===== config.mk =====
export PLATFORM = sky130hd
export DESIGN_NAME = mem_stage_lsu
export DESIGN_NICKNAME = d
export VERILOG_FILES = /design/src/rtl/mem_stage_lsu.sv
export SDC_FILE = /design/constraint.sdc
export NUM_CORES = 1
export LEC_CHECK = 0
export CORE_MARGIN = 2
export CORE_UTILIZATION = 55
export DETAILED_ROUTE_END_ITERATION = 8
export DONT_BUFFER_PORTS = 1
export PLACE_DENSITY = 0.82
export SLEW_MARGIN = 20
export SYNTH_ARGS = -nofsm -noshare
export SYNTH_HDL_FRONTEND = slang
export SYNTH_SLANG_ARGS = --single-unit

===== constraint.sdc =====
create_clock -name clk -period 1.9 [get_ports clk]
set_input_delay 0.19 -clock clk [delete_from_list [all_inputs] [get_ports clk]]
set_output_delay 0.19 -clock clk [all_outputs]
set_load 0.02 [all_outputs]

===== src/rtl/mem_stage_lsu.sv =====
// MEM-stage load/store unit: turns EX/MEM load/store controls into req/gnt/rvalid
// data-bus transactions, with byte-lane steering, load extension and misalignment checks.
module mem_stage_lsu (
    input  logic        clk,
    input  logic        rst_n,
    input  logic        mem_read_i,
    input  logic        mem_write_i,
    input  logic [31:0] addr_i,
    input  logic [31:0] wdata_i,
    input  logic [2:0]  funct3_i,
    input  logic        flush_i,
    output logic        lsu_stall_o,
    output logic [31:0] load_data_o,
    output logic        load_valid_o,
    output logic        lsu_err_o,
    output logic        dmem_req_o,
    output logic        dmem_we_o,
    output logic [31:0] dmem_addr_o,
    output logic [3:0]  dmem_be_o,
    output logic [31:0] dmem_wdata_o,
    input  logic        dmem_gnt_i,
    input  logic        dmem_rvalid_i,
    input  logic [31:0] dmem_rdata_i,
    output logic [2:0]  dbg_state_o
);

    // Bus handshake: dmem_req_o and all bus fields stay stable from the IDLE->REQ edge
    // until the cycle dmem_gnt_i is seen high; one dmem_rvalid_i completes each granted read.
    typedef enum logic [2:0] {
        S_IDLE  = 3'd0,
        S_REQ   = 3'd1,
        S_WAIT  = 3'd2,
        S_DONE  = 3'd3,
        S_DRAIN = 3'd4
    } state_t;

    state_t      r_state;
    logic        r_req;
    logic        r_we;
    logic [31:0] r_addr;
    logic [3:0]  r_be;
    logic [31:0] r_wdata;
    logic [2:0]  r_funct3;
    logic [1:0]  r_off;
    logic [31:0] r_load_data;
    logic        r_load_valid;
    logic        r_err;

    logic        w_valid;
    logic        w_err;
    logic [3:0]  w_be;
    logic [31:0] w_wdata;
    logic [31:0] w_shifted;
    logic [31:0] w_ext;

    assign w_valid = mem_read_i | mem_write_i;

    always_comb begin
        w_err = 1'b0;
        if (mem_read_i && mem_write_i)
            w_err = 1'b1;
        if (mem_read_i && (funct3_i == 3'd3 || funct3_i == 3'd6 || funct3_i == 3'd7))
            w_err = 1'b1;
        if (mem_write_i && funct3_i >= 3'd3)
            w_err = 1'b1;
        // funct3[1:0] encodes the access size for every legal code (B/BU, H/HU, W)
        if (funct3_i[1:0] == 2'd1 && addr_i[0])
            w_err = 1'b1;
        if (funct3_i[1:0] == 2'd2 && addr_i[1:0] != 2'd0)
            w_err = 1'b1;
    end

    always_comb begin
        w_be    = 4'hF;
        w_wdata = 32'h0;
        if (mem_write_i) begin
            case (funct3_i[1:0])
                2'd0: begin
                    w_be    = 4'b0001 << addr_i[1:0];
                    w_wdata = {4{wdata_i[7:0]}};
                end
                2'd1: begin
                    w_be    = 4'b0011 << addr_i[1:0];
                    w_wdata = {2{wdata_i[15:0]}};
                end
                default: begin
                    w_be    = 4'hF;
                    w_wdata = wdata_i;
                end
            endcase
        end
    end

    assign w_shifted = dmem_rdata_i >> {r_off, 3'b000};

    always_comb begin
        case (r_funct3)
            3'd0:    w_ext = {{24{w_shifted[7]}}, w_shifted[7:0]};
            3'd1:    w_ext = {{16{w_shifted[15]}}, w_shifted[15:0]};
            3'd4:    w_ext = {24'h0, w_shifted[7:0]};
            3'd5:    w_ext = {16'h0, w_shifted[15:0]};
            default: w_ext = w_shifted;
        endcase
    end

    always_ff @(posedge clk or negedge rst_n) begin
        if (!rst_n) begin
            r_state      <= S_IDLE;
            r_req        <= 1'b0;
            r_we         <= 1'b0;
            r_addr       <= 32'h0;
            r_be         <= 4'h0;
            r_wdata      <= 32'h0;
            r_funct3     <= 3'd0;
            r_off        <= 2'd0;
            r_load_data  <= 32'h0;
            r_load_valid <= 1'b0;
            r_err        <= 1'b0;
        end else begin
            r_load_valid <= 1'b0;
            r_err        <= 1'b0;
            case (r_state)
                S_IDLE: begin
                    if (w_valid && !flush_i) begin
                        if (w_err) begin
                            r_err   <= 1'b1;
                            r_state <= S_DONE;
                        end else begin
                            r_req    <= 1'b1;
                            r_we     <= mem_write_i;
                            r_addr   <= {addr_i[31:2], 2'b00};
                            r_be     <= w_be;
                            r_wdata  <= w_wdata;
                            r_funct3 <= funct3_i;
                            r_off    <= addr_i[1:0];
                            r_state  <= S_REQ;
                        end
                    end
                end
                S_REQ: begin
                    if (dmem_gnt_i) begin
                        r_req <= 1'b0;
                        // A granted write cannot be recalled; a granted read must be drained
                        if (r_we)
                            r_state <= flush_i ? S_IDLE : S_DONE;
                        else
                            r_state <= flush_i ? S_DRAIN : S_WAIT;
                    end else if (flush_i) begin
                        r_req   <= 1'b0;
                        r_state <= S_IDLE;
                    end
                end
                S_WAIT: begin
                    if (dmem_rvalid_i) begin
                        if (flush_i) begin
                            r_state <= S_IDLE;
                        end else begin
                            r_load_data  <= w_ext;
                            r_load_valid <= 1'b1;
                            r_state      <= S_DONE;
                        end
                    end else if (flush_i) begin
                        r_state <= S_DRAIN;
                    end
                end
                S_DONE: r_state <= S_IDLE;
                S_DRAIN: begin
                    if (dmem_rvalid_i)
                        r_state <= S_IDLE;
                end
                default: r_state <= S_IDLE;
            endcase
        end
    end

    assign lsu_stall_o  = w_valid & ~flush_i & (r_state != S_DONE);
    assign load_data_o  = r_load_data;
    assign load_valid_o = r_load_valid;
    assign lsu_err_o    = r_err;
    assign dmem_req_o   = r_req;
    assign dmem_we_o    = r_we;
    assign dmem_addr_o  = r_addr;
    assign dmem_be_o    = r_be;
    assign dmem_wdata_o = r_wdata;
    assign dbg_state_o  = r_state;

endmodule


Yosys cells after proc, flatten, opt, wreduce, memory -nomap -nowiden
Cells that the tools add are included.

Output and inout bits: 108. Flip-flop bits (word level): 110. Input bits: 106.

Order comparisons: 1. Multiplexer cells: 32. Bitwise logic cells: 5. Equal/unequal tests: 17. Reduce and logical (&&, ||, !) cells: 18. Shift-type cells: 3.

Operators by type and width (number): one-hot mux 32 bit (4 select lines) (1); one-hot mux 32 bit (2 select lines) (1); 2-to-1 mux 32 bit (1); right shift 32 x 5 -> 32 bit (1); 2-to-1 mux 3 bit (8); equality test 3 bit, second input constant (5); 2-to-1 mux 1 bit (15); one-hot mux 3 bit (4 select lines) (1); one-hot mux 4 bit (2 select lines) (1); AND reduction 4 bit (2); equality test 3 x 1 -> 1 bit, second input constant (2); equality test 3 x 2 -> 1 bit, second input constant (2); logical AND 1 bit (6); logical NOT 3 bit (2); != test 2 bit, second input constant (3); != test 3 bit, second input constant (2); AND reduction 3 bit (2); 2-to-1 mux 2 bit (2); 2-to-1 mux 4 bit (1); nonzero test 2 bit (2); << shifter 1 x 2 -> 4 bit, first input constant (1); << shifter 2 x 2 -> 4 bit, first input constant (1); greater-or-equal comparator 3 x 2 -> 1 bit, second input constant (1); != test 3 x 2 -> 1 bit, second input constant (1); 9 further kinds (12).

Longest topological paths before layout
Word-level depth: 11. Gate-level depth with buffers: 7. Mapped depth without buffers: 4.

Least setup slack after synthesis
OpenSTA, ideal clock, no wires.

Kind: reg-to-reg. Start point: reg r_state[1], in the netlist dbg_state_o[1]. End point: reg r_addr[26], in the netlist dmem_addr_o[26]. Required time: 1.772 ns. Arrival time: 2.038 ns. Library setup time: 0.128 ns. Cell stages (with the launch flop): 7. Slack: -0.265 ns. Clock period less this slack: 2.165 ns. Path through: dfrtp_1 buf_2 nor2_1 nand2_1 a2111oi_4 buf_6 mux2_1.

Word-level cells in the longest chain between the ends: 2.

RTL lines: from (decl) (line 37) `state_t r_state;`; from (signal assigned) (line 145) `r_state <= flush_i ? S_IDLE : S_DONE;`; from (signal assigned) (line 147) `r_state <= flush_i ? S_DRAIN : S_WAIT;`; logical NOT 3 bit (line 122) `case (r_state)`; AND reduction 3 bit (no source line); to (signal assigned) (line 131) `r_addr <= {addr_i[31:2], 2'b00};`; to (decl) (line 40) `logic [31:0] r_addr;`.

Every way passes these cells. A chain may end at the register's enable or synchronous reset.

Worst setup path in the final report
Start point: reg r_state[0], in the netlist dbg_state_o[0]. End point: reg r_we, in the netlist dmem_we_o.

Word-level cells in the longest chain between the ends: 2.

RTL lines: logical NOT 3 bit (line 122); AND reduction 3 bit (no source line); to (signal assigned) (line 130) `r_we <= mem_write_i;`; to (decl) (line 39) `logic r_we;`.

Every way passes these cells.

==> reports/qor_table.md <==
| Item | Value | Unit |
| --- | --- | --- |
| Remaining DRCs | 0 | - |
| Sequential fraction of the synthesis area | 50.7 | % |
| Final design utilization | 66.5 | % |
| Peak supply drop | 0.000876 | V |
| Cts bufs inserted | 9 | - |
| Source-to-sink clock delay at the later pin of the worst-skew pair | 0.38 | ns |
| Multi-input gate area in the final layout | 0.00250 | mm2 |
| Violation count after the first detailed-routing iteration | 133 | - |
| Layout filler cell count | 708 | - |
| Class of the most critical hold timing path | in -> async | - |
| Total number of placement rows | 36 | - |
| Synthesis-to-finish area growth | 18.6 | % |
| Share of layout cells above drive strength 1 | 16.9 | % |
| Post-route clock skew | 0.0122 | ns |
| Result of the run | complete, but fails checks | - |
| Critical path required time | 2.17 | ns |
| Average cell area after synthesis | 11.3 | um2 |
| Setup-violating endpoint count in the final report | 0 | - |
| Antenna diode count | 0 | - |
| Routed length per instance | 20.9 | um |
| Via count of the first global-routing pass | 4070 | - |
| Maximum number of pins on one net before global-route repair | 111 | - |
| Area of all placed cells without fillers | 0.00644 | mm2 |
| CP endpoint kind | flip-flop | - |
| Startpoint kind of the worst setup timing path | flip-flop | - |
| Failing checks | hold timing | - |
| Die ar. | 0.0107 | mm2 |
| Number of placed I/O pins | 214 | - |
| Final WL | 14.0 | mm |
| DRT antenna net count | 0 | - |
| Clock edge transition at the registers on the reported setup and hold paths | 0.11 | ns |
| Cell Area, Placed | 0.00569 | mm2 |
| Pin slew with the least headroom to its limit | 0.580 | ns |
| Peak Freq | 0.538 | GHz |
| Via count of the routed design | 3993 | - |
| Pwr/cell area | 1560 | mW/mm2 |
| DR vias/cell | 5.96 | - |
| FF/Latch Area | 0.00275 | mm2 |
| Die boundary width | 103 | um |
| Largest fanout on the critical path | 2 | - |
| Type of the worst setup path | reg -> reg | - |
| Hold Buf Count CTS | 49 | - |
| Final count of pins violating max slew | 0 | - |
| Post-synthesis instance area | 0.00543 | mm2 |
| CTS Root Buffer Type | sky130_fd_sc_hd__clkbuf_8 | - |
| Max-capacitance violation count | 0 | - |
| Post-layout instance count excluding filler cells | 670 | - |
| Port Buffers | 0 | - |
| Core area | 0.00968 | mm2 |
| Worst-case hold slack | -0.501 | ns |
| Antenna violations before repair | 0 | - |
| Register-to-Register Setup Slack | 0.04 | ns |
| Remaining Overflow, GRT | 0 | - |
| Setup repair after global routing missed its margin | true | - |
| CTS tree | done | - |
| Pleak | 2.80 | nW |
| Number of library cell types mapped by synthesis | 45 | - |
| Cell Count Post-Placement | 601 | - |
| Post-synthesis sequential element count | 110 | - |
| Overall Power | 10.0 | mW |
| Routability cong. | 0.811 | - |
| Count of warnings emitted by yosys | 0 | - |
| Headroom to the max-slew limit | 61.3 | % |
| CTS Sinks | 110 | - |
| Effective utilization at floorplan | 56.1 | % |
| Net count, final | 638 | - |
| Number of hold violations in the final report | 110 | - |
| Final setup TNS | 0 | ns |
| Clock tree buffer depth | 2 | - |
| Hpwl dp | 9.64 | mm |
| Cell count after synthesis | 482 | - |
| Fin crit period | 1.86 | ns |
| Data arrival at the endpoint of the critical path | 2.13 | ns |
| Maximum level of the CTS H-tree | 3 | - |
| Final worst setup slack | 0.0423 | ns |
| Post-route clock period utilization | 97.8 | % |
| Global-route wire length before repair | 20.8 | mm |
| Total global-route track usage | 25.6 | % |
| Die span in y | 103 | um |
| Number of detailed-routing iterations run before antenna repair | 5 | - |
| Placement-stage worst setup slack | -0.0345 | ns |
-- logic make-up (layout without fill, tap and decap cells) --
| family | after synthesis | after routing | synth area share [%] |
|---|---|---|---|
| AO/OA/AOI/OAI | 95 | 95 | 12.1 |
| buffers and inverters | 51 | 105 | 4.77 |
| flip-flops | 110 | 110 | 50.7 |
| multiplexers | 113 | 113 | 22.9 |
| other | 1 | 2 | 0.0691 |
| AND/OR/NAND/NOR | 112 | 112 | 9.52 |
-- layer usage --
metal  vias up  track usage [%]  part of all wire [%]
met4         0             8.20                   1.8
li1       1790                -                     -
met5         -                0                     0
met1      1990             29.6                    36
met3        19             8.80                    10
met2       194             44.8                    52
-- report_power, final --
group          internal, mW  switching [mW]
sequential             3.45            2.24
clock                 0.541           0.913
combinational          1.54            1.33
total                  5.53            4.48
-- registers in the layout, summed over array words and instances (netlist names) --
signal	cells
load_data_o	32
load_valid_o	1
dmem_we_o	1
dmem_req_o	1
r_off	2
dmem_be_o	4
dmem_wdata_o	32
lsu_err_o	1
dbg_state_o	3
r_funct3	3
dmem_addr_o	30
-- layout make-up --
class	count	share of cell area, %
Inverter	14	0.816
Sequential cell	110	42.8
Tap cell	133	2.58
Multi-Input combinational cell	322	38.9
Timing Repair Buffer	75	11.7
Clock buffer	9	1.92
Clock inverter	7	1.30
-- path summary, 6_finish.rpt --
check                                      startpoint                           to  cells after the start
max                        dbg_state_o[0]$_DFFE_PN0P_        dmem_we_o$_DFFE_PN0P_                      6
min in group clk                     dmem_rdata_i[25]  load_data_o[25]$_DFFE_PN0P_                      2
max in group asynchronous                       rst_n   dbg_state_o[2]$_DFFE_PN0P_                      0
min                                             rst_n          lsu_err_o$_DFF_PN0_                      0
min reg2reg                   r_funct3[2]$_DFFE_PN0P_      r_funct3[2]$_DFFE_PN0P_                      1
max reg2reg                dbg_state_o[0]$_DFFE_PN0P_        dmem_we_o$_DFFE_PN0P_                      6
-- synth_stat cells, drive strengths merged --
cell type	count	area, um2
dfrtp	110	2750
mux2	79	890
nand2	44	165
mux2i	33	330
nor2	33	124
a21oi	32	160
buf	21	146
o22a	17	149
clkbuf	16	60.1
o21ai	16	80.1
inv	13	48.8
and2	9	56.3
nor2b	8	50.1
a211oi	7	52.6
o2bb2ai	7	61.3
nand2b	6	37.5
a2bb2oi	3	26.3
a31oi	2	12.5
nand3	2	10.0
nor3b	2	15.0
o211ai	2	20.0
or3b	2	17.5
a2111oi	1	27.5
a21boi	1	7.51
a21o	1	7.51
a41oi	1	8.76
clkinv	1	3.75
conb	1	3.75
mux4	1	22.5
nand3b	1	7.51
nor3	1	5.00
nor4	1	6.26
nor4b	1	8.76
o2111ai	1	8.76
o21bai	1	7.51
o221ai	1	8.76
o31ai	1	7.51
o41ai	1	8.76
or2	1	6.26
or4	1	7.51
-- worst max-delay path: stages (launching register included) --
cell                            delay, ns
sky130_fd_sc_hd__dfrtp_1             0.43
sky130_fd_sc_hd__nor2_4              0.13
sky130_fd_sc_hd__nand2_2             0.09
sky130_fd_sc_hd__buf_4               0.15
sky130_fd_sc_hd__o41ai_2             0.31
sky130_fd_sc_hd__a2bb2oi_1           0.10
sky130_fd_sc_hd__dlygate4sd3_1       0.56
-- timing repair --
| action | 4_1_cts | 5_1_grt |
|---|---|---|
| buffers inserted | 0 | 4 |
| endpoints found under the setup margin | 18 | 51 |
| resized for setup | 2 | 2 |
| pin swaps | 0 | 2 |
| endpoints found under the hold margin | 158 | 110 |
-- cell usage in the layout, fill, tap and decap left out, types with 17 or more instances in the layout --
cell                              n
sky130_fd_sc_hd__dfrtp_1        109
sky130_fd_sc_hd__dlygate4sd3_1   49
sky130_fd_sc_hd__nand2_1         43
sky130_fd_sc_hd__mux2_1          41
sky130_fd_sc_hd__mux2i_1         33
sky130_fd_sc_hd__nor2_1          32
sky130_fd_sc_hd__a21oi_1         32
sky130_fd_sc_hd__mux2_2          27
sky130_fd_sc_hd__buf_4           19
sky130_fd_sc_hd__o22a_1          17
Power figures use the tool's default switching activity.
